$ cat src/rtl/pcpi_div_pkg.sv
// Shared types and encodings for the PCPI divide/remainder coprocessor.
package pcpi_div_pkg;

    typedef enum logic [1:0] {
        IDLE,
        DECODE,
        RUN,
        DONE
    } state_e;

    localparam logic [6:0] OPC_OP        = 7'b0110011;
    localparam logic [6:0] OPC_OP32      = 7'b0111011;
    localparam logic [6:0] FUNCT7_MULDIV = 7'b0000001;

    localparam logic [2:0] F3_DIV  = 3'b100;
    localparam logic [2:0] F3_DIVU = 3'b101;
    localparam logic [2:0] F3_REM  = 3'b110;
    localparam logic [2:0] F3_REMU = 3'b111;

endpackage

$ cat src/rtl/pcpi_div_step.sv
// Combinational restoring-division slice: retires BITS_PER_CYCLE quotient bits, MSB first.
module pcpi_div_step #(
    parameter int XLEN           = 32,
    parameter int BITS_PER_CYCLE = 1
) (
    input  logic [XLEN-1:0] rem_i,
    input  logic [XLEN-1:0] quo_i,
    input  logic [XLEN-1:0] dvs_i,
    output logic [XLEN-1:0] rem_o,
    output logic [XLEN-1:0] quo_o
);

    always_comb begin
        logic [XLEN:0]   sh;
        logic            ge;
        logic [XLEN-1:0] rem_v;
        logic [XLEN-1:0] quo_v;
        rem_v = rem_i;
        quo_v = quo_i;
        sh    = '0;
        ge    = 1'b0;
        for (int i = 0; i < BITS_PER_CYCLE; i++) begin
            // Shift the next dividend bit into the partial remainder, keep the
            // subtraction only if it does not borrow.
            sh    = {rem_v, quo_v[XLEN-1]};
            ge    = (sh >= {1'b0, dvs_i});
            rem_v = ge ? (sh[XLEN-1:0] - dvs_i) : sh[XLEN-1:0];
            quo_v = {quo_v[XLEN-2:0], ge};
        end
        rem_o = rem_v;
        quo_o = quo_v;
    end

endmodule

$ cat src/rtl/pcpi_div_param.sv
// Iterative PCPI DIV/DIVU/REM/REMU (+ RV64 W-forms) coprocessor.
// Define PCPI_DIV_FAST_SPECIAL_EN to short-circuit trivial divides straight to DONE.
module pcpi_div_param
    import pcpi_div_pkg::*;
#(
    parameter int XLEN           = 32,
    parameter int BITS_PER_CYCLE = 1
) (
    input  logic            clk,
    input  logic            resetn,
    input  logic            pcpi_valid,
    input  logic [31:0]     pcpi_insn,
    input  logic [XLEN-1:0] pcpi_rs1,
    input  logic [XLEN-1:0] pcpi_rs2,
    output logic            pcpi_wr,
    output logic [XLEN-1:0] pcpi_rd,
    output logic            pcpi_wait,
    output logic            pcpi_ready,
    output logic            busy
);

    localparam int N  = XLEN / BITS_PER_CYCLE;
    localparam int CW = $clog2(N) + 1;

    state_e          state_q, state_d;
    logic [CW-1:0]   cnt_q, cnt_d;
    logic [XLEN-1:0] rem_q, rem_d;
    logic [XLEN-1:0] quo_q, quo_d;
    logic [XLEN-1:0] dvs_q, dvs_d;
    logic            is_div_q, is_div_d;
    logic            is_sgn_q, is_sgn_d;
    logic            is_w_q, is_w_d;
    logic            outsign_q, outsign_d;
    logic            done_q;

    logic [6:0] opcode;
    logic [6:0] funct7;
    logic [2:0] funct3;
    logic       match;
    logic       unused_insn;

    assign opcode      = pcpi_insn[6:0];
    assign funct3      = pcpi_insn[14:12];
    assign funct7      = pcpi_insn[31:25];
    assign unused_insn = ^{pcpi_insn[24:15], pcpi_insn[11:7]};
    assign match       = (funct7 == FUNCT7_MULDIV) && funct3[2] &&
                         ((opcode == OPC_OP) || ((XLEN == 64) && (opcode == OPC_OP32)));

    // Operand preparation (valid in DECODE: flags are latched, operands stable).
    logic [XLEN-1:0] op1, op2, mag1, mag2;
    logic            neg1, neg2;

    always_comb begin
        op1 = pcpi_rs1;
        op2 = pcpi_rs2;
        if (is_w_q) begin
            op1 = is_sgn_q ? XLEN'($signed(pcpi_rs1[31:0])) : XLEN'(pcpi_rs1[31:0]);
            op2 = is_sgn_q ? XLEN'($signed(pcpi_rs2[31:0])) : XLEN'(pcpi_rs2[31:0]);
        end
        neg1 = is_sgn_q && op1[XLEN-1];
        neg2 = is_sgn_q && op2[XLEN-1];
        mag1 = neg1 ? -op1 : op1;
        mag2 = neg2 ? -op2 : op2;
    end

`ifdef PCPI_DIV_FAST_SPECIAL_EN
    logic [XLEN-1:0] min_val;
    logic            ovf;
    assign min_val = is_w_q ? XLEN'($signed(32'h8000_0000)) : {1'b1, {(XLEN-1){1'b0}}};
    assign ovf     = is_sgn_q && (op2 == '1) && (op1 == min_val);
`endif

    logic [XLEN-1:0] step_rem, step_quo;

    pcpi_div_step #(
        .XLEN          (XLEN),
        .BITS_PER_CYCLE(BITS_PER_CYCLE)
    ) u_step (
        .rem_i(rem_q),
        .quo_i(quo_q),
        .dvs_i(dvs_q),
        .rem_o(step_rem),
        .quo_o(step_quo)
    );

    always_comb begin
        state_d   = state_q;
        cnt_d     = cnt_q;
        rem_d     = rem_q;
        quo_d     = quo_q;
        dvs_d     = dvs_q;
        is_div_d  = is_div_q;
        is_sgn_d  = is_sgn_q;
        is_w_d    = is_w_q;
        outsign_d = outsign_q;
        unique case (state_q)
            IDLE: begin
                // done_q blocks a relaunch while the core still holds valid after ready.
                if (pcpi_valid && match && !done_q) begin
                    state_d  = DECODE;
                    is_div_d = (funct3 == F3_DIV) || (funct3 == F3_DIVU);
                    is_sgn_d = (funct3 == F3_DIV) || (funct3 == F3_REM);
                    is_w_d   = (XLEN == 64) && (opcode == OPC_OP32);
                end
            end
            DECODE: begin
                if (!pcpi_valid) begin
                    state_d = IDLE;
                end else begin
                    rem_d     = '0;
                    quo_d     = mag1;
                    dvs_d     = mag2;
                    outsign_d = is_div_q ? (neg1 ^ neg2) && (op2 != '0) : neg1;
                    cnt_d     = CW'(N - 1);
                    state_d   = RUN;
`ifdef PCPI_DIV_FAST_SPECIAL_EN
                    if (op2 == '0) begin
                        quo_d   = '1;
                        rem_d   = mag1;
                        state_d = DONE;
                    end else if (ovf) begin
                        quo_d   = mag1;
                        rem_d   = '0;
                        state_d = DONE;
                    end else if (mag1 < mag2) begin
                        quo_d   = '0;
                        rem_d   = mag1;
                        state_d = DONE;
                    end
`endif
                end
            end
            RUN: begin
                if (!pcpi_valid) begin
                    state_d = IDLE;
                end else begin
                    rem_d = step_rem;
                    quo_d = step_quo;
                    cnt_d = cnt_q - 1'b1;
                    if (cnt_q == '0) state_d = DONE;
                end
            end
            DONE:    state_d = IDLE;
            default: state_d = IDLE;
        endcase
    end

    always_ff @(posedge clk) begin
        if (!resetn) begin
            state_q   <= IDLE;
            cnt_q     <= '0;
            rem_q     <= '0;
            quo_q     <= '0;
            dvs_q     <= '0;
            is_div_q  <= 1'b0;
            is_sgn_q  <= 1'b0;
            is_w_q    <= 1'b0;
            outsign_q <= 1'b0;
            done_q    <= 1'b0;
        end else begin
            state_q   <= state_d;
            cnt_q     <= cnt_d;
            rem_q     <= rem_d;
            quo_q     <= quo_d;
            dvs_q     <= dvs_d;
            is_div_q  <= is_div_d;
            is_sgn_q  <= is_sgn_d;
            is_w_q    <= is_w_d;
            outsign_q <= outsign_d;
            done_q    <= (state_q == DONE);
        end
    end

    logic [XLEN-1:0] raw_res, sgn_res, result;

    always_comb begin
        raw_res = is_div_q ? quo_q : rem_q;
        sgn_res = outsign_q ? -raw_res : raw_res;
        // W-forms always sign-extend the 32-bit result, unsigned ones included.
        result  = is_w_q ? XLEN'($signed(sgn_res[31:0])) : sgn_res;
    end

    assign pcpi_ready = (state_q == DONE);
    assign pcpi_wr    = pcpi_ready;
    assign pcpi_rd    = pcpi_ready ? result : '0;
    assign pcpi_wait  = (state_q == DECODE) || (state_q == RUN);
    assign busy       = (state_q != IDLE);

endmodule

$ cat config.mk
export PLATFORM = sky130hd
export DESIGN_NAME = pcpi_div_param
export DESIGN_NICKNAME = d
export VERILOG_FILES = /design/src/rtl/pcpi_div_pkg.sv /design/src/rtl/pcpi_div_step.sv /design/src/rtl/pcpi_div_param.sv
export SDC_FILE = /design/constraint.sdc
export NUM_CORES = 1
export LEC_CHECK = 0
export BUFFER_PORTS_ARGS = -buffer_cell sky130_fd_sc_hd__buf_2
export CAP_MARGIN = 20
export CORE_MARGIN = 2
export CORE_UTILIZATION = 60
export CTS_CLUSTER_SIZE = 12
export DETAILED_ROUTE_END_ITERATION = 8
export GPL_TIMING_DRIVEN = 0
export HOLD_SLACK_MARGIN = 0.1
export PLACE_DENSITY = 0.83
export SETUP_SLACK_MARGIN = 0.5
export SLEW_MARGIN = 20
export SYNTH_ARGS = -nofsm -noshare
export SYNTH_HDL_FRONTEND = slang
export SYNTH_HIERARCHICAL = 1
export SYNTH_SLANG_ARGS = --single-unit
$ cat constraint.sdc
create_clock -name clk -period 4.7 [get_ports clk]
set_input_delay 0.47 -clock clk [delete_from_list [all_inputs] [get_ports clk]]
set_output_delay 0.47 -clock clk [all_outputs]
set_load 0.005 [all_outputs]
== Word-level counts from Yosys, hierarchy flattened ==
Cells that the tools add are included.

* Mux-type cells: 21
* Order comparisons: 1
* Reductions and logical operators: 20
* Add/sub/neg operators: 5
* Equal/unequal tests: 12
* Bitwise logic cells: 1

{| class="wikitable"
|+ Operators by type and width
! operator !! count
|-
| $mux 32 || 10
|-
| $pmux 32 s2 || 2
|-
| $neg 32->32 || 3
|-
| $ge 33x32->1 || 1
|-
| $reduce_bool 32->1 || 1
|-
| $sub 32x32->32 || 1
|-
| $mux 6 || 2
|-
| $pmux 6 s2 || 1
|-
| $eq 3x3->1 const B || 3
|-
| $mux 2 || 4
|-
| $pmux 2 s4 || 1
|-
| $eq 7x1->1 const B || 1
|-
| $eq 7x6->1 const B || 1
|-
| $logic_and 1x1->1 || 7
|-
| $logic_not 6->1 || 1
|-
| $ne 2x2->1 const B || 3
|-
| $reduce_and 2->1 || 3
|-
| $sub 6x1->6 const B || 1
|-
| $eq 2x2->1 const B || 2
|-
| $reduce_bool 2->1 || 2
|-
| $logic_or 1x1->1 || 3
|-
| $ne 3x3->1 const B || 1
|-
| $reduce_and 3->1 || 1
|-
| $eq 2x1->1 const B || 1
|-
| other kinds (4) || 4
|}

* Logic and storage cells: 69
* Flip-flop bits (word level): 108
* Input bits: 99
* Output and inout port bits: 36

== Logic depth before layout (Yosys ltp) ==
* Depth after elaboration: 7
* Depth in mapped cells: 16
* Depth with buffers taken out: 13

== Hierarchy ==
Netlist, hierarchy kept.

{| class="wikitable"
|+ By module, submodules not included
! module !! times used !! area each (um2) !! seq. area each (um2) !! cells each
|-
| pcpi_div_param || 1 || 7430.9 || 2162.1 || 951
|-
| pcpi_div_step || 1 || 2563.7 || 0.0 || 354
|}

== Worst setup path before layout ==
Ideal clock, no wire load.

* Path kind: register to output
* Start point: register is_div_q
* End point: output pcpi_rd[24]
* Data required time: 4.230 ns
* Setup slack: 0.786 ns
* Arrival: 3.444 ns
* Path buffers: 5
* Cell stages (with the launch flop): 13
* Path through: dfxtp_1 buf_6 buf_4 buf_2 buf_2 buf_2 mux2i_1 ha_1 nor4b_2 o22ai_2 or4_4 or4_1 nand3_1

* Word-level cells in the longest chain between the ends: 4

{| class="wikitable"
|+ RTL lines
! item !! RTL line !! RTL
|-
| start, declared || pcpi_div_param.sv:30 || <nowiki>logic is_div_q, is_div_d;</nowiki>
|-
| start signal, assigned || pcpi_div_param.sv:166 || <nowiki>is_div_q <= is_div_d;</nowiki>
|-
| $mux 32 (*) || pcpi_div_param.sv:177 || <nowiki>raw_res = is_div_q ? quo_q : rem_q;</nowiki>
|-
| $neg 32->32 || pcpi_div_param.sv:178 || <nowiki>sgn_res = outsign_q ? -raw_res : raw_res;</nowiki>
|-
| $mux 32 (*) || pcpi_div_param.sv:178 ||
|-
| $mux 32 (*) || pcpi_div_param.sv:185 || <nowiki>assign pcpi_rd = pcpi_ready ? result : '0;</nowiki>
|-
| end, declared || pcpi_div_param.sv:16 || <nowiki>output logic [XLEN-1:0] pcpi_rd,</nowiki>
|}

Mark *: on every way between the ends. The rest lies on a longest branch, timed or not.

== Worst setup path after layout ==
Ends and elaborated chain as after synthesis.

==> results.tsv <==
metric	value	unit
routing usage on met1	48.3	%
Worst-Skew Late Latency	0.37	ns
vias after detailed routing	10600	
pin count of the biggest net entering global routing	20	
ys flop type	dfxtp_1	
GRT busiest layer	met2	
CP Launch Type	register	
max-slew violation count	0	
DR DRC count	0	
Post-CTS Hold Buffers	0	
Hold Crit Class	in2reg	
row cnt	47	
Overflow after GRT	0	
nets	1582	
final instance area	11300	um2
Gate Count Post-Synth	1305	
post-synthesis sequential area ratio	21.6	%
vias in the first global route	9646	
number of synthesized flops with an enable pin	0	
CTS Buf Count	9	
post-route ant nets	0	
syn_nets	1447	
max_cap viols	0	
IO Pins	135	
Avg Inst Size Synth	7.66	um2
routed vias/inst	6.37	
die height	133	um
PD cells	163	nW/um2
LEAKAGE	4.52	nW
R2R depth	13	
unique cell type count in the Yosys netlist	93	
H-Tree Depth	3	
Area Growth Syn to Fin	13.2	%
asr flop ratio synth	0	%
unrepaired setup endpoints after global routing	false	
layout cells sized above 1	19.5	%
initial antenna violation count	0	
GRT met3 Usage	7.55	%
r2r setup slk	1.02	ns
drt initial violations	1232	
crit end category	primary output	
final period utilization	88.2	%
Clock Skew	0.0104	ns
mapped cell area	9990	um2
first-pass GRT wire length	50000	um
Pre-Repair DR Iteration Count	6	
R2R Path Start	quo_q[31]	
worst min-delay path startpoint	pcpi_insn[13]	
number of buffers added on ports	117	
placed cell areas	10900	um2
Hold Path Cell Cnt	3	
GRT Overall Usage	35.3	%
DRT Wirelength	31800	um
min cycle time layout	4.15	ns
slew margin rel.	28.2	%
starting density of the core	60.9	%
Fin. Hold Viols	0	
Crit path arrival time	3.68	ns
status	finished, final reports clean	
Core ar.	16400	um2
Hold EP	is_div_q	
met2 GRT Util	55.8	%
worst-path fanout max	10	
wire length per cell	19.1	um
Req. time, crit path	4.23	ns
Yosys reg bits	108	
Core Util, Final	69.0	%
clk buf depth	2	
Die X	133	um
Finish-stage setup viols	0	
FMAX	0.241	GHz
ANT cells	0	
reg2reg end	rem_q[30]	
Worst Tran Pin Value	1.07	ns
Sink Count	108	
TritonCTS clock tree	yes	
commonest non-fill, non-tap cells in the layout	131 x nor2_1, 122 x buf_2, 107 x dfxtp_1, 103 x a21oi_1, 83 x nand2_1	
Final HPWL DP	24700	um
Clk pin slew, worst setup/hold paths	0.08	ns
GP Congestion	1.00	
Overall Power	1.84	mW
Root Buffer	clkbuf_16	
Max VDD drop	0.000197	V
die area	17700	um2
worst setup path class	reg2out	
YS warnings	6	
commonest non-fill, non-tap cell in the layout	nor2_1	
[repair_timing]
item / in CTS / in global routing
setup buffers: 4 / 3
setup endpoints to repair: 13 / 7
pin swaps: 1 / 2
resized for setup: 19 / 6
gates cloned: 0 / 0
[cells in the mapped netlist (all sizes together), types with 21 or more instances]
master	count	share of area, %
a31oi	30	2.0
nand2	83	3.1
xor2	21	1.8
nor4	21	1.5
o211ai	21	1.6
nor3	43	2.2
clkbuf	62	2.3
ha	42	5.3
nand3	32	1.6
nor2	131	4.9
buf	52	3.8
inv	62	2.3
mux2i	36	3.7
dfxtp	108	22
a22oi	34	2.6
o21ai	65	3.3
mux2	46	5.5
xnor2	66	5.8
a21oi	104	5.2
[critical path, cell delays in order (launching register included)]
cell and delay (ns):
dfxtp_4 0.37, buf_8 0.14, buf_8 0.15, buf_12 0.15
buf_12 0.14, mux2i_1 0.40, ha_4 0.21, nor4b_4 0.26
o22ai_4 0.13, or4_4 0.57, or4_1 0.54, nand3_1 0.11
buf_2 0.12
[report_power, final]
group	internal [mW]	total [mW]	switching, mW
clock network	0.385	0.771	0.386
logic	0.0608	0.157	0.0962
registers	0.914	0.914	0.000416
[cell type report]
class	count	area [um2]
flip-flops and latches	108	2170
multi-input cells	1019	7040
clock inverters	6	52.6
fillers	1380	5090
repair buffers	124	638
well taps	220	275
plain buffers	114	664
inverters	64	240
clock buffers	10	239
[stage by stage]
step / hold slack (ns) / worst slack (ns) / cells / setup TNS, ns
2_1_floorplan: 0.440 / 0.786 / 1305 / 0
3_3_place_gp: 0.449 / 0.0441 / 1642 / 0
3_5_place_dp: 0.490 / -0.0300 / 1642 / -0.0954
4_1_cts: 0.355 / 0.546 / 1662 / 0
5_1_grt: 0.366 / 0.494 / 1665 / 0
6_report: 0.359 / 0.554 / 1665 / 0
[registers in the layout (all words and copies together), names as in the netlist]
register   cells
quo_q         32
is_sgn_q       1
done_q         1
is_div_q       1
outsign_q      1
rem_q         32
dvs_q         32
state_q        2
cnt_q          6
[worst max-delay path by stage]
stage / to / startpoint / slack, ns
after CTS: pcpi_rd[24] / is_div_q / 0.55
after detailed placement: pcpi_rd[20] / is_div_q / -0.03
after global placement: pcpi_rd[24] / is_div_q / 0.04
final: pcpi_rd[24] / is_div_q / 0.55
after floorplan: pcpi_rd[24] / is_div_q / 0.79
after global routing: pcpi_rd[24] / is_div_q / 0.49
[routing by layer]
metal | up-vias | part of all wire [%] | wire length (um)
li1 | 5019 | - | -
met1 | 4967 | 42 | 13300
met2 | 548 | 45 | 14200
met3 | 66 | 10 | 3330
met4 | 0 | 3.1 | 1000
met5 | - | 0 | 0
[kinds of logic (layout without fill, tap and decap cells)]
group / Yosys count / after routing / share of synthesized area (%)
flip-flops: 108 / 108 / 21.6
multiplexers: 82 / 82 / 9.25
AO/OA/AOI/OAI: 365 / 365 / 24.3
buffers and inverters: 178 / 318 / 8.49
XOR/XNOR: 87 / 87 / 7.62
AND/OR/NAND/NOR: 442 / 442 / 23.2
adder cells (fa/ha/maj): 43 / 43 / 5.46
No activity file was read; power rests on OpenSTA's default activity.
